## config.mk

```make
export PLATFORM = sky130hd
export DESIGN_NAME = text_console
export DESIGN_NICKNAME = d
export VERILOG_FILES = /design/src/rtl/text_console.sv
export SDC_FILE = /design/constraint.sdc
export NUM_CORES = 1
export LEC_CHECK = 0
export CORE_UTILIZATION = 55
export DETAILED_ROUTE_END_ITERATION = 10
export DONT_BUFFER_PORTS = 1
export PLACE_DENSITY_LB_ADDON = 0.15
export SLEW_MARGIN = 0
export SYNTH_ARGS = -nofsm -noshare
export SYNTH_HDL_FRONTEND = slang
export SYNTH_SLANG_ARGS = --single-unit
```

## constraint.sdc

```tcl
create_clock -name clk -period 9.3 [get_ports clk]
set_clock_uncertainty 0.1 [all_clocks]
set_input_delay 1.86 -clock clk [delete_from_list [all_inputs] [get_ports clk]]
set_output_delay 1.86 -clock clk [all_outputs]
set_load 0.005 [all_outputs]
```

## src/rtl/text_console.sv

```systemverilog
// text_console: CPU character stream -> 80x30 text-RAM cell writes (wrap, CR, LF, BS, line/screen clear).
// Latency: printable char pushed at edge E is popped at E+1 and written at E+2; one char per 2 cycles sustained.
// Backpressure: 4-entry FIFO; a DATA push while full is dropped and sets the sticky overflow flag.
// Optional feature macro: TEXT_CONSOLE_CLEAR_ON_RESET_EN (clear_pending resets to 1, screen cleared after reset).
module text_console #(
  parameter int          COLS       = 80,
  parameter int          ROWS       = 30,
  parameter logic [11:0] IO_BASE    = 12'h081,
  parameter logic [7:0]  BLANK      = 8'h20,
  parameter int          FIFO_DEPTH = 4
) (
  input  logic        clk,
  input  logic        rst,
  input  logic [7:0]  din,
  input  logic [11:0] address,
  input  logic        io_w_en,
  input  logic        io_r_en,
  output logic [7:0]  dout,
  output logic        v_w_en,
  output logic [11:0] v_address,
  output logic [7:0]  v_din,
  output logic        busy
);

  localparam int CW    = $clog2(COLS);
  localparam int RW    = $clog2(ROWS);
  localparam int AW    = $clog2(FIFO_DEPTH);
  localparam int CELLS = COLS * ROWS;

  localparam logic [11:0] ADDR_DATA   = IO_BASE;
  localparam logic [11:0] ADDR_STATUS = IO_BASE + 12'd1;
  localparam logic [11:0] ADDR_COL    = IO_BASE + 12'd2;
  localparam logic [11:0] ADDR_ROW    = IO_BASE + 12'd3;

`ifdef TEXT_CONSOLE_CLEAR_ON_RESET_EN
  localparam logic CLR_RST = 1'b1;
`else
  localparam logic CLR_RST = 1'b0;
`endif

  typedef enum logic [1:0] {IDLE, PUT, LINE_CLR, SCR_CLR} state_t;

  state_t        state;
  logic [7:0]    char_q;
  logic [CW-1:0] col;
  logic [RW-1:0] row;
  logic [11:0]   counter;
  logic          overflow;
  logic          clear_pending;

  logic [7:0]    fifo_mem [FIFO_DEPTH];
  logic [AW-1:0] wr_ptr;
  logic [AW-1:0] rd_ptr;
  logic [AW:0]   count;

  logic          full;
  logic          empty;
  logic          sel_data;
  logic          sel_status;
  logic          sel_col;
  logic          sel_row;
  logic          push;
  logic          pop;
  logic [11:0]   row_base;
  logic [11:0]   cell_addr;
  logic [RW-1:0] next_row;
  logic          printable;

  assign full       = (count == (AW+1)'(FIFO_DEPTH));
  assign empty      = (count == '0);
  assign sel_data   = io_w_en && (address == ADDR_DATA);
  assign sel_status = io_w_en && (address == ADDR_STATUS);
  assign sel_col    = io_w_en && (address == ADDR_COL);
  assign sel_row    = io_w_en && (address == ADDR_ROW);
  // A full FIFO refuses the push even when a pop happens on the same edge.
  assign push       = sel_data && !full;
  // A pending screen clear always wins over queued characters.
  assign pop        = (state == IDLE) && !clear_pending && !empty;
  assign busy       = (state != IDLE) || !empty || clear_pending;

  assign row_base   = 12'(row) * 12'(COLS);
  assign cell_addr  = row_base + 12'(col);
  // No scrolling: the cursor row wraps back to the top line.
  assign next_row   = (row == RW'(ROWS - 1)) ? '0 : row + RW'(1);
  assign printable  = (char_q >= 8'h20) && (char_q <= 8'h7E);

  // Character storage; contents need no reset since count gates every read.
  always_ff @(posedge clk) begin
    if (push) fifo_mem[wr_ptr] <= din;
  end

  // FIFO pointers and occupancy; push and pop on one edge both take effect.
  always_ff @(posedge clk or posedge rst) begin
    if (rst) begin
      wr_ptr <= '0;
      rd_ptr <= '0;
      count  <= '0;
    end else begin
      if (push) wr_ptr <= wr_ptr + AW'(1);
      if (pop)  rd_ptr <= rd_ptr + AW'(1);
      case ({push, pop})
        2'b10:   count <= count + (AW+1)'(1);
        2'b01:   count <= count - (AW+1)'(1);
        default: count <= count;
      endcase
    end
  end

  // Cursor FSM with registered text-RAM write port, plus register-side updates of the cursor and flags.
  always_ff @(posedge clk or posedge rst) begin
    if (rst) begin
      state         <= IDLE;
      char_q        <= '0;
      col           <= '0;
      row           <= '0;
      counter       <= '0;
      overflow      <= 1'b0;
      clear_pending <= CLR_RST;
      v_w_en        <= 1'b0;
      v_address     <= '0;
      v_din         <= '0;
    end else begin
      v_w_en <= 1'b0;
      case (state)
        IDLE: begin
          if (clear_pending) begin
            counter <= '0;
            state   <= SCR_CLR;
          end else if (!empty) begin
            char_q <= fifo_mem[rd_ptr];
            state  <= PUT;
          end
        end
        PUT: begin
          state <= IDLE;
          if (printable) begin
            v_w_en    <= 1'b1;
            v_address <= cell_addr;
            v_din     <= char_q;
            if (col < CW'(COLS - 1)) begin
              col <= col + CW'(1);
            end else begin
              col     <= '0;
              row     <= next_row;
              counter <= '0;
              state   <= LINE_CLR;
            end
          end else if (char_q == 8'h0A) begin
            col     <= '0;
            row     <= next_row;
            counter <= '0;
            state   <= LINE_CLR;
          end else if (char_q == 8'h0D) begin
            col <= '0;
          end else if (char_q == 8'h08) begin
            // Backspace at column 0 is a no-op.
            if (col != '0) begin
              col       <= col - CW'(1);
              v_w_en    <= 1'b1;
              v_address <= cell_addr - 12'd1;
              v_din     <= BLANK;
            end
          end
        end
        LINE_CLR: begin
          v_w_en    <= 1'b1;
          v_address <= row_base + counter;
          v_din     <= BLANK;
          if (counter == 12'(COLS - 1)) state <= IDLE;
          else counter <= counter + 12'd1;
        end
        SCR_CLR: begin
          v_w_en    <= 1'b1;
          v_address <= counter;
          v_din     <= BLANK;
          if (counter == 12'(CELLS - 1)) begin
            row           <= '0;
            col           <= '0;
            clear_pending <= 1'b0;
            state         <= IDLE;
          end else begin
            counter <= counter + 12'd1;
          end
        end
        default: state <= IDLE;
      endcase

      // Register writes come last so a fresh clear request is never lost to a finishing clear.
      if (sel_data && full) overflow <= 1'b1;
      if (sel_status) begin
        if (din[0]) clear_pending <= 1'b1;
        if (din[2]) overflow      <= 1'b0;
      end
      // Cursor moves from the CPU only while fully idle, so they never race the FSM.
      if (sel_col && !busy && (din < 8'(COLS))) col <= din[CW-1:0];
      if (sel_row && !busy && (din < 8'(ROWS))) row <= din[RW-1:0];
    end
  end

  // Registered read port; unmapped addresses keep the previous value.
  always_ff @(posedge clk or posedge rst) begin
    if (rst) begin
      dout <= '0;
    end else if (io_r_en) begin
      case (address)
        ADDR_STATUS: dout <= {5'b0, overflow, full, busy};
        ADDR_COL:    dout <= 8'(col);
        ADDR_ROW:    dout <= 8'(row);
        default:     dout <= dout;
      endcase
    end
  end

endmodule

```

==> results of run 1 <==
## cell families (layout without fill, tap and decap cells)
| family | count (synthesis) | count (layout) | synth area share (%) |
|---|---|---|---|
| fa+ha+maj | 30 | 30 | 6.68 |
| compound gates | 143 | 143 | 15.2 |
| mux | 23 | 23 | 5.63 |
| other cells | 1 | 1 | 0.0618 |
| flops | 103 | 103 | 45.1 |
| buf+inv | 55 | 43 | 3.71 |
| xor+xnor | 29 | 29 | 4.19 |
| simple gates | 222 | 222 | 19.4 |
## sequential cells by signal (all words and copies together) (netlist names)
name,count
count,3
clear_pending,1
v_w_en,1
overflow,1
v_din,8
counter,12
rd_ptr,2
row,5
col,7
state,2
dout,7
v_address,12
fifo_mem,32
wr_ptr,2
char_q,8
## how the worst max path moves through the flow
stage | end | slack [ns] | cells past startpoint
after floorplan | count[2] | 5.27 | 12
after global placement | count[2] | 5.30 | 11
after detailed placement | count[2] | 5.19 | 11
after CTS | busy | 5.36 | 3
after global routing | busy | 5.26 | 3
final | busy | 5.35 | 3
## through the flow
step / instances / cell area [µm²] / hold slack, ns
floorplan: 606 / 6060 / 0.363
global placement: 714 / 6130 / 0.380
detailed placement: 714 / 6130 / 0.390
CTS: 730 / 6300 / 0.412
global route: 730 / 6300 / 0.455
finish: 730 / 6300 / 0.401
## worst register-to-register path: cells and delay by family, from the launching register on
kind                     cells  cell delay (ns)
XOR/XNOR                     2             0.70
AO/OA/AOI/OAI                3             0.36
flip-flops                   1             0.62
adder cells (fa/ha/maj)      4             1.34
AND/OR/NAND/NOR              3             0.40
## cell type report
class,count,area share (%)
sequential,103,43.5
clock inverter,6,0.676
timing repair buffer,4,0.477
multi-input combinational,448,49.3
tap,136,2.70
inverter,23,1.37
clock buffer,10,2.03
## power by group through the flow
stage          clock, mW  sequential, mW  combinational, mW
2_1_floorplan          0           0.649              0.713
3_3_place_gp           0           0.748              0.799
3_5_place_dp           0           0.753              0.817
4_1_cts            0.264           0.744              0.823
5_1_grt            0.283           0.767              0.929
6_report           0.257           0.746              0.823
## metal layers
| layer | vias up | part of all wire [%] | GRT usage [%] |
|---|---|---|---|
| met4 | 0 | 1.6 | 8.32 |
| met2 | 115 | 47 | 41.7 |
| li1 | 2194 | - | - |
| met1 | 2248 | 46 | 35.6 |
| met5 | - | 0 | 0 |
| met3 | 14 | 5.5 | 5.84 |
## cells in the mapped netlist, types with 5 or more instances
library cell               instances
sky130_fd_sc_hd__dfrtp_1          71
sky130_fd_sc_hd__nand2_1          68
sky130_fd_sc_hd__o21ai_0          36
sky130_fd_sc_hd__edfxtp_1         32
sky130_fd_sc_hd__nor2_1           32
sky130_fd_sc_hd__a21oi_1          30
sky130_fd_sc_hd__nand3_1          29
sky130_fd_sc_hd__ha_1             26
sky130_fd_sc_hd__clkbuf_1         22
sky130_fd_sc_hd__inv_1            22
sky130_fd_sc_hd__nor3_1           20
sky130_fd_sc_hd__xnor2_1          18
sky130_fd_sc_hd__xor2_1           11
sky130_fd_sc_hd__a211oi_1         10
sky130_fd_sc_hd__a31oi_1          10
sky130_fd_sc_hd__mux2_2            9
sky130_fd_sc_hd__o211ai_1          9
sky130_fd_sc_hd__and2_1            8
sky130_fd_sc_hd__and3_1            8
sky130_fd_sc_hd__mux4_2            8
sky130_fd_sc_hd__o31ai_1           7
sky130_fd_sc_hd__a221oi_1          6
sky130_fd_sc_hd__buf_2             6
sky130_fd_sc_hd__mux2i_1           6
sky130_fd_sc_hd__nor2b_1           6
sky130_fd_sc_hd__nor3b_1           6
sky130_fd_sc_hd__nand4_1           5
sky130_fd_sc_hd__nor4_1            5
sky130_fd_sc_hd__o21a_1            5
==> flow_summary.ini, run 1 <==
[status]
outcome = finished, final reports clean

[grt]
grt_pass1_wl_um = 23100
grt_max_degree = 72
initial_antenna_violation_count = 0
grt_usage_pct = 26.2
overflow_left_after_global_routing = 0
number_of_global_route_vias_before_repair = 4534

[yosys]
synth.distinct_cells = 75
synthesis.area_um2 = 6060
synthesized_flop_and_latch_total = 103
synth_async_sr_flop_share_pct = 68.9
synth_nets = 660
synth.largest_area_cell = sky130_fd_sc_hd__dfrtp_1
synth_area_leaders = sky130_fd_sc_hd__dfrtp_1, sky130_fd_sc_hd__edfxtp_1, sky130_fd_sc_hd__ha_1, sky130_fd_sc_hd__nand2_1, sky130_fd_sc_hd__o21ai_0
ys_dominant_reg_cell = sky130_fd_sc_hd__dfrtp_1
ys_warn_count = 0
synth-edff-count = 32
yosysTopAreaCellShare_pct = 29.3
syn_avg_cell_area_um2 = 10.0
syn-instance-count = 606
synth.yosys.seq_area_share_pct = 45.1

[pwr]
powerDensity_nw_per_um2 = 290
finalPower_mw = 1.83
p_clk_share_pct = 14.1
switchingPower_uw = 803
power.leakage_nw = 2.55
vdd_ir_drop_max_v = 0.000179
comb_power_share_pct = 45.1
pwr-share-seq_pct = 40.8
switching_share_pct = 44.0
cell_internal_power_mw = 1.02

[critical_path]
crit_path_top_delay_cell = sky130_fd_sc_hd__dfrtp_1
cp_cell_sequence = nor3_1, and2_1, inv_1
crit_family = simple AND/OR/NAND/NOR gates
worst_setup_path_end_kind = output port
worst-r2r-cell-count = 12
critical-path-max-stage-delay_ns = 0.71
reg2reg_to = v_address[11]
worst_r2r_startpoint = row[1]
timing.critical_path.from = state[0]
cp.arrival_ns = 1.99
worst-path-buf-inv = 1
worstPathRequired_ns = 7.34
worstSetupPathType = reg -> out
regToRegSetupSlack_ns = 5.68
setup.worst_path.start_class = flip-flop
cp_max_fo = 25

[flow_run]
max_cap_viol_count = 0

[finish]
final_cell_mix = sky130_fd_sc_hd__dfrtp_1, sky130_fd_sc_hd__nand2_1, sky130_fd_sc_hd__o21ai_0
area_growth_syn_to_layout_pct = 3.82
layout_commonest_cell = sky130_fd_sc_hd__dfrtp_1
layout.core_utilization_pct = 59.9
fillCellCount = 903
antenna_diode_count = 0
multiInputGateArea_um2 = 3100
design.final.nets = 643
layout-drive-gt1-share_pct = 8.75
sequential_cell_area_um2 = 2740

[sta]
period_share_pct = 42.5
maxSlewHeadroom_pct = 33.2
final_tns_setup_ns = 0
report.final.slew_viol_count = 0
achievable-frequency_mhz = 253
worstMarginPinSlew_ns = 1.00
finalCriticalPeriod_ns = 3.95
finalHoldViolCount = 0
rsz0062_at_grt = no
finalWorstSetupSlack_ns = 5.35
setup-violations-final = 0

[drt]
drt-wirelength-per-cell_um = 18.8
ant_nets = 0
detailroute.via_count = 4571
number_of_iterations_in_the_first_detailed_routing_pass = 5
route.detailed.drc = 0
via_per_inst = 6.26
drt_iter0_markers = 355
totalWireLength_um = 13700

[clock_network]
ctsLongestPathBuffers = 2
cts_tree = done
cts_resized = 0
postCtsSetupRepairBufs = 0
clk_latency_ns = 0.38
clock-root-buffer = sky130_fd_sc_hd__clkbuf_8
numCtsBuffers = 9
cts.htree.levels = 3
clk_pin_slew_ns = 0.10
post_cts_hold_buffer_count = 0
cts.sinks = 103

[worst_hold_path]
worstHoldEndpoint = v_din[3]
hold_depth = 2
worstHoldStart = v_din[3]
worstHoldPathType = reg -> reg

[floorplanning]
placement_rows = 37
die-area_um2 = 11500
fp.dieH_um = 107
design.portCount = 54
die-width_um = 107
coreArea_um2 = 10500
initial_core_util_pct = 57.7

[placed_design]
port-buffer-count = 0
gp_routability_congestion = 0.880
dp_worst_setup_slack_ns = 5.19
detailed_place_hpwl_um = 9860
No activity file was read; power rests on OpenSTA's default activity.
==> run 2, diff against run 1 <==
clock period = 3.2 ns   (was 9.3 ns; I/O delays follow)
==> run 2 against run 1 <==
  * Worst setup slack got worse by 5.2 ns
  * Flip-flop and latch count did not move
  * Wire length is 4.0% higher
  * Power rose to 3.0 times the previous value
  * Combinational power rose to 3.3 times the previous value
  * Sequential power rose to 2.7 times the previous value
  * Register-to-register slack worse by 5.5 ns
  * Final cell count grew 3.0%
  * Worst hold slack worse by 0.34 ns
  * Via count rose by 2.2%
  * Clock-buffer cell count stayed put
==> flow_summary.ini, run 2 (synthesis gave the netlist of run 1 again) <==
[status]
outcome = finished, final reports clean

[clock_network]
clk_pin_slew_ns = 0.11
numCtsBuffers = 9
clock-root-buffer = sky130_fd_sc_hd__clkbuf_8
post_cts_hold_buffer_count = 0
ctsLongestPathBuffers = 2
cts.htree.levels = 3
cts.sinks = 103
clk_latency_ns = 0.38
cts_tree = done

[floorplanning]
coreArea_um2 = 10500
initial_core_util_pct = 57.7
design.portCount = 54
die-area_um2 = 11500
fp.dieH_um = 107
placement_rows = 37
die-width_um = 107

[pwr]
finalPower_mw = 5.56
switchingPower_mw = 2.42
power.leakage_nw = 2.68
pwr-share-seq_pct = 35.9
comb_power_share_pct = 49.6
vdd_ir_drop_max_v = 0.000422
cell_internal_power_mw = 3.14
switching_share_pct = 43.5
p_clk_share_pct = 14.5
powerDensity_nw_per_um2 = 854

[drt]
drt_iter0_markers = 325
detailroute.via_count = 4672
route.detailed.drc = 0
number_of_iterations_in_the_first_detailed_routing_pass = 4
via_per_inst = 6.21
totalWireLength_um = 14300
ant_nets = 0
drt-wirelength-per-cell_um = 19.0

[critical_path]
worst_setup_path_end_kind = flip-flop
worstSetupPathType = reg -> reg
crit_end = v_address[11]
timing.critical_path.from = row[2]
cp_max_fo = 8
worst-r2r-cell-count = 11
reg2reg_to = v_address[11]
cp.arrival_ns = 3.20
regToRegSetupSlack_ns = 0.19
worstPathRequired_ns = 3.39
worst_r2r_startpoint = row[2]
setup.worst_path.start_class = flip-flop

[grt]
grt_pass1_wl_um = 24200
grt_usage_pct = 27.3
grt_max_degree = 38
overflow_left_after_global_routing = 0
initial_antenna_violation_count = 0
number_of_global_route_vias_before_repair = 4675

[finish]
final_design_area_no_fill_um2 = 6500
fillCellCount = 881
layout_commonest_cell = sky130_fd_sc_hd__dfrtp_1
area_growth_syn_to_layout_pct = 7.24
design.final.nets = 665
instances_no_fill = 752
multiInputGateArea_um2 = 3120
regMostFlops = fifo_mem
antenna_diode_count = 0
layout.core_utilization_pct = 61.9
reg.largest.list = fifo_mem (32), counter (12), v_address (12)
largest_reg_flops = 32
final_cell_mix = sky130_fd_sc_hd__dfrtp_1, sky130_fd_sc_hd__nand2_1, sky130_fd_sc_hd__o21ai_0
layout-drive-gt1-share_pct = 12.8
sequential_cell_area_um2 = 2740

[sta]
finalWorstSetupSlack_ns = 0.189
period_share_pct = 94.1
finalHoldViolCount = 0
finalCriticalPeriod_ns = 3.01
report.final.slew_viol_count = 0
worstMarginPinSlew_ns = 0.768
maxSlewHeadroom_pct = 48.3
setup-violations-final = 0
achievable-frequency_mhz = 332

[placed_design]
gp_routability_congestion = 0.984
detailed_place.area_um2 = 6280
port-buffer-count = 0
dp_worst_setup_slack_ns = 0.137
post_placement_cell_count = 735
detailed_place_hpwl_um = 10600

[worst_hold_path]
worstHoldPathType = in -> async

[flow_run]
max_cap_viol_count = 0
==> run 2: timing repair <==
action / in CTS / in global routing
endpoints found under the hold margin: 0 / 0
resized for setup: 0 / 4
setup endpoints to repair: 0 / 1
setup buffers: 0 / 1
==> run 2: worst min-delay path by stage <==
stage               slack [ns]     start        end
floorplan                 0.36  v_din[0]   v_din[0]
global placement          0.38  v_din[4]   v_din[4]
detailed placement        0.38  v_din[6]   v_din[6]
CTS                       0.07       rst  rd_ptr[1]
global route              0.08       rst  rd_ptr[1]
finish                    0.06       rst  char_q[3]
==> run 2: area by class of cell <==
class,count,area share [%]
Clock buffer,10,1.96
Sequential cell,103,42.1
Inverter,23,1.33
Timing Repair Buffer,26,3.00
Clock inverter,6,0.962
Multi-Input combinational cell,448,48.0
Tap cell,136,2.62
==> run 2: power groups by stage <==
stage | Combinational, mW | Sequential (mW) | Clock, mW
3_3_place_gp | 2.64 | 2.01 | 0
4_1_cts | 2.70 | 2.00 | 0.822
3_5_place_dp | 2.69 | 2.03 | 0
5_1_grt | 3.09 | 2.06 | 0.872
6_report | 2.75 | 2.00 | 0.807
2_1_floorplan | 2.07 | 1.89 | 0
==> run 2: metrics by stage <==
stage               hold WS, ns  TNS [ns]
finish                   0.0587         0
global route             0.0826  -0.00625
CTS                      0.0678         0
detailed placement        0.383         0
global placement          0.380         0
floorplan                 0.363         0
==> run 2: per-layer routing <==
| layer | vias to the layer above | track usage, % | routed length (µm) |
|---|---|---|---|
| met4 | 0 | 9.59 | 255 |
| met1 | 2263 | 38.1 | 6450 |
| met2 | 156 | 43.0 | 6640 |
| met5 | - | 0 | 0 |
| met3 | 26 | 4.86 | 920 |
| li1 | 2227 | - | - |
==> run 2: worst max-delay path: stages (launching register included) <==
cell and delay, ns:
sky130_fd_sc_hd__dfrtp_1 0.49, sky130_fd_sc_hd__ha_1 0.37, sky130_fd_sc_hd__ha_1 0.30, sky130_fd_sc_hd__a21o_1 0.15, sky130_fd_sc_hd__a21oi_1 0.23, sky130_fd_sc_hd__xnor2_2 0.19, sky130_fd_sc_hd__ha_1 0.31, sky130_fd_sc_hd__a31oi_1 0.22
sky130_fd_sc_hd__xor2_1 0.21, sky130_fd_sc_hd__o21a_1 0.13, sky130_fd_sc_hd__nor3_1 0.04, sky130_fd_sc_hd__a211oi_1 0.17
==> run 3, diff against run 2 <==
--- a/config.mk
+++ b/config.mk
@@ -7,8 +7,8 @@
 export LEC_CHECK = 0
 export CORE_UTILIZATION = 55
+export CTS_CLUSTER_DIAMETER = 40
 export DETAILED_ROUTE_END_ITERATION = 10
 export DONT_BUFFER_PORTS = 1
 export PLACE_DENSITY_LB_ADDON = 0.15
-export SLEW_MARGIN = 0
 export SYNTH_ARGS = -nofsm -noshare
 export SYNTH_HDL_FRONTEND = slang
==> constraint.sdc (replaced) <==
create_clock -name clk -period 3.2 [get_ports clk]
set_clock_uncertainty 0.1 [all_clocks]
set_input_delay 0.48 -clock clk [delete_from_list [all_inputs] [get_ports clk]]
set_output_delay 0.48 -clock clk [all_outputs]
set_load 0.005 [all_outputs]
==> run 3 against run 2 <==
  * First-iteration DRC count grew 5.8%
  * Clock power shrank 2%
  * Power shrank 0.47%
  * Non-clock buffer count is the same
  * Combinational power is essentially flat
  * Register-to-register slack lost 0.07 ns
  * Global-route usage shrank 0.27 points
  * Cell area shrank 0.25%
  * Clock-buffer cell count is the same
  * Critical path type unchanged
  * Critical endpoint unchanged
  * Largest power group unchanged
  * Highest routed layer unchanged
==> flow_summary.ini, run 3 (synthesis gave the netlist of run 1 again) <==
[status]
outcome = finished, final reports clean

[floorplanning]
coreArea_um2 = 10500
die-area_um2 = 11500
die-width_um = 107
fp.dieH_um = 107
design.portCount = 54
initial_core_util_pct = 57.7
placement_rows = 37

[finish]
area_growth_syn_to_layout_pct = 6.97
regMostFlops = fifo_mem
multiInputGateArea_um2 = 3110
design.final.nets = 665
layout.core_utilization_pct = 61.7
sequential_cell_area_um2 = 2740
layout_commonest_cell = sky130_fd_sc_hd__dfrtp_1
reg.largest.list = fifo_mem (32), counter (12), v_address (12)
largest_reg_flops = 32
antenna_diode_count = 0
layout-drive-gt1-share_pct = 12.5
fillCellCount = 888
final_cell_mix = sky130_fd_sc_hd__dfrtp_1, sky130_fd_sc_hd__nand2_1, sky130_fd_sc_hd__o21ai_0

[clock_network]
clk_pin_slew_ns = 0.11
cts.sinks = 103
postCtsSetupRepairBufs = 0
numCtsBuffers = 9
cts_tree = done
cts.htree.levels = 3
clock-root-buffer = sky130_fd_sc_hd__clkbuf_8
clk_latency_ns = 0.39
ctsLongestPathBuffers = 2

[grt]
initial_antenna_violation_count = 0
grt_usage_pct = 27.1
grt_pass1_wl_um = 23600
overflow_left_after_global_routing = 0
grt_max_degree = 38
number_of_global_route_vias_before_repair = 4598

[placed_design]
gp_routability_congestion = 0.948
detailed_place_hpwl_um = 10500
port-buffer-count = 0

[drt]
drt-wirelength-per-cell_um = 19.1
drt_iter0_markers = 344
detailroute.via_count = 4762
ant_nets = 0
number_of_iterations_in_the_first_detailed_routing_pass = 5
via_per_inst = 6.33
route.detailed.drc = 0
totalWireLength_um = 14300

[sta]
finalCriticalPeriod_ns = 3.08
setup-violations-final = 0
achievable-frequency_mhz = 325
worstMarginPinSlew_ns = 0.784
period_share_pct = 96.2
rsz0062_at_grt = no
maxSlewHeadroom_pct = 47.3
final_tns_setup_ns = 0
finalHoldViolCount = 0
report.final.slew_viol_count = 0

[pwr]
power.leakage_nw = 2.67
vdd_ir_drop_max_v = 0.000436
powerDensity_nw_per_um2 = 852

[critical_path]
cp.arrival_ns = 3.24
regToRegSetupSlack_ns = 0.12
worstSetupPathType = reg -> reg
worstPathRequired_ns = 3.37
setup.worst_path.start_class = flip-flop
worst_setup_path_end_kind = flip-flop
reg2reg_to = v_address[11]
worst-r2r-cell-count = 11
cp_max_fo = 7
worst_r2r_startpoint = row[1]

[worst_hold_path]
hold_depth = 0
worstHoldPathType = in -> reg
worstHoldEndpoint = fifo_mem[2][4]
worstHoldStart = din[4]

[flow_run]
max_cap_viol_count = 0
## run 3: changes by cell type in the layout (fill, tap and decap cells not counted), sizes merged
cell and delta:
inv -1, dlygate4sd3 +1, clkinvlp +2, buf -1, clkinv -1
## run 3: stage by stage
step	setup slack, ns	cells	hold WS [ns]	power, mW	area, µm²
after floorplan	0.0992	606	0.363	3.96	6060
after global placement	0.265	735	0.340	4.65	6280
after detailed placement	0.137	735	0.338	4.71	6280
after CTS	0.114	752	0.0715	5.51	6480
after global routing	0.0174	752	0.0628	5.95	6490
final	0.122	752	0.0810	5.53	6490
## run 3: worst max-delay path by stage
stage	startpoint	to	slack [ns]	cells past startpoint
2_1_floorplan	row[1]	v_address[11]	0.1	12
4_1_cts	row[2]	v_address[11]	0.11	10
3_5_place_dp	row[2]	v_address[11]	0.14	10
3_3_place_gp	row[1]	v_address[11]	0.26	11
5_1_grt	row[1]	v_address[11]	0.02	11
6_report	row[1]	v_address[11]	0.12	11
## run 3: cell type report
class / count / area share [%]
clock buffers: 10 / 1.97
clock inverters: 6 / 0.849
inverters: 23 / 1.33
multi-input cells: 448 / 48.0
flip-flops and latches: 103 / 42.2
well taps: 136 / 2.62
repair buffers: 26 / 3.05
## run 3: power by group
group          switching, mW  leakage (nW)  internal, mW  total, mW
combinational           1.56          1.40          1.17       2.73
clock                  0.490        0.0869         0.298      0.788
sequential             0.369          1.18          1.65       2.02
## run 3: what timing repair did
| action | in CTS | in global routing |
|---|---|---|
| hold endpoints to repair | 22 | 0 |
| endpoints found under the setup margin | 0 | 1 |
| resized for setup | 0 | 3 |
| hold buffers | 1 | 0 |
## run 3: critical path, stage by stage, from the launching register on
cell and delay [ns]:
sky130_fd_sc_hd__dfrtp_1 0.39, sky130_fd_sc_hd__ha_1 0.31, sky130_fd_sc_hd__ha_1 0.24, sky130_fd_sc_hd__fa_2 0.61, sky130_fd_sc_hd__ha_1 0.27, sky130_fd_sc_hd__o21ai_0 0.19
sky130_fd_sc_hd__nand2b_1 0.10, sky130_fd_sc_hd__a31oi_1 0.22, sky130_fd_sc_hd__xor2_1 0.22, sky130_fd_sc_hd__nor3_1 0.08, sky130_fd_sc_hd__nor3_1 0.17, sky130_fd_sc_hd__a211oi_1 0.06
## run 3: routing by layer
metal | vias to the layer above | global-route usage [%] | wire (µm)
li1 | 2233 | - | -
met1 | 2330 | 37.0 | 6590
met2 | 171 | 42.3 | 6560
met3 | 28 | 4.92 | 855
met4 | 0 | 11.6 | 339
met5 | - | 0 | 0
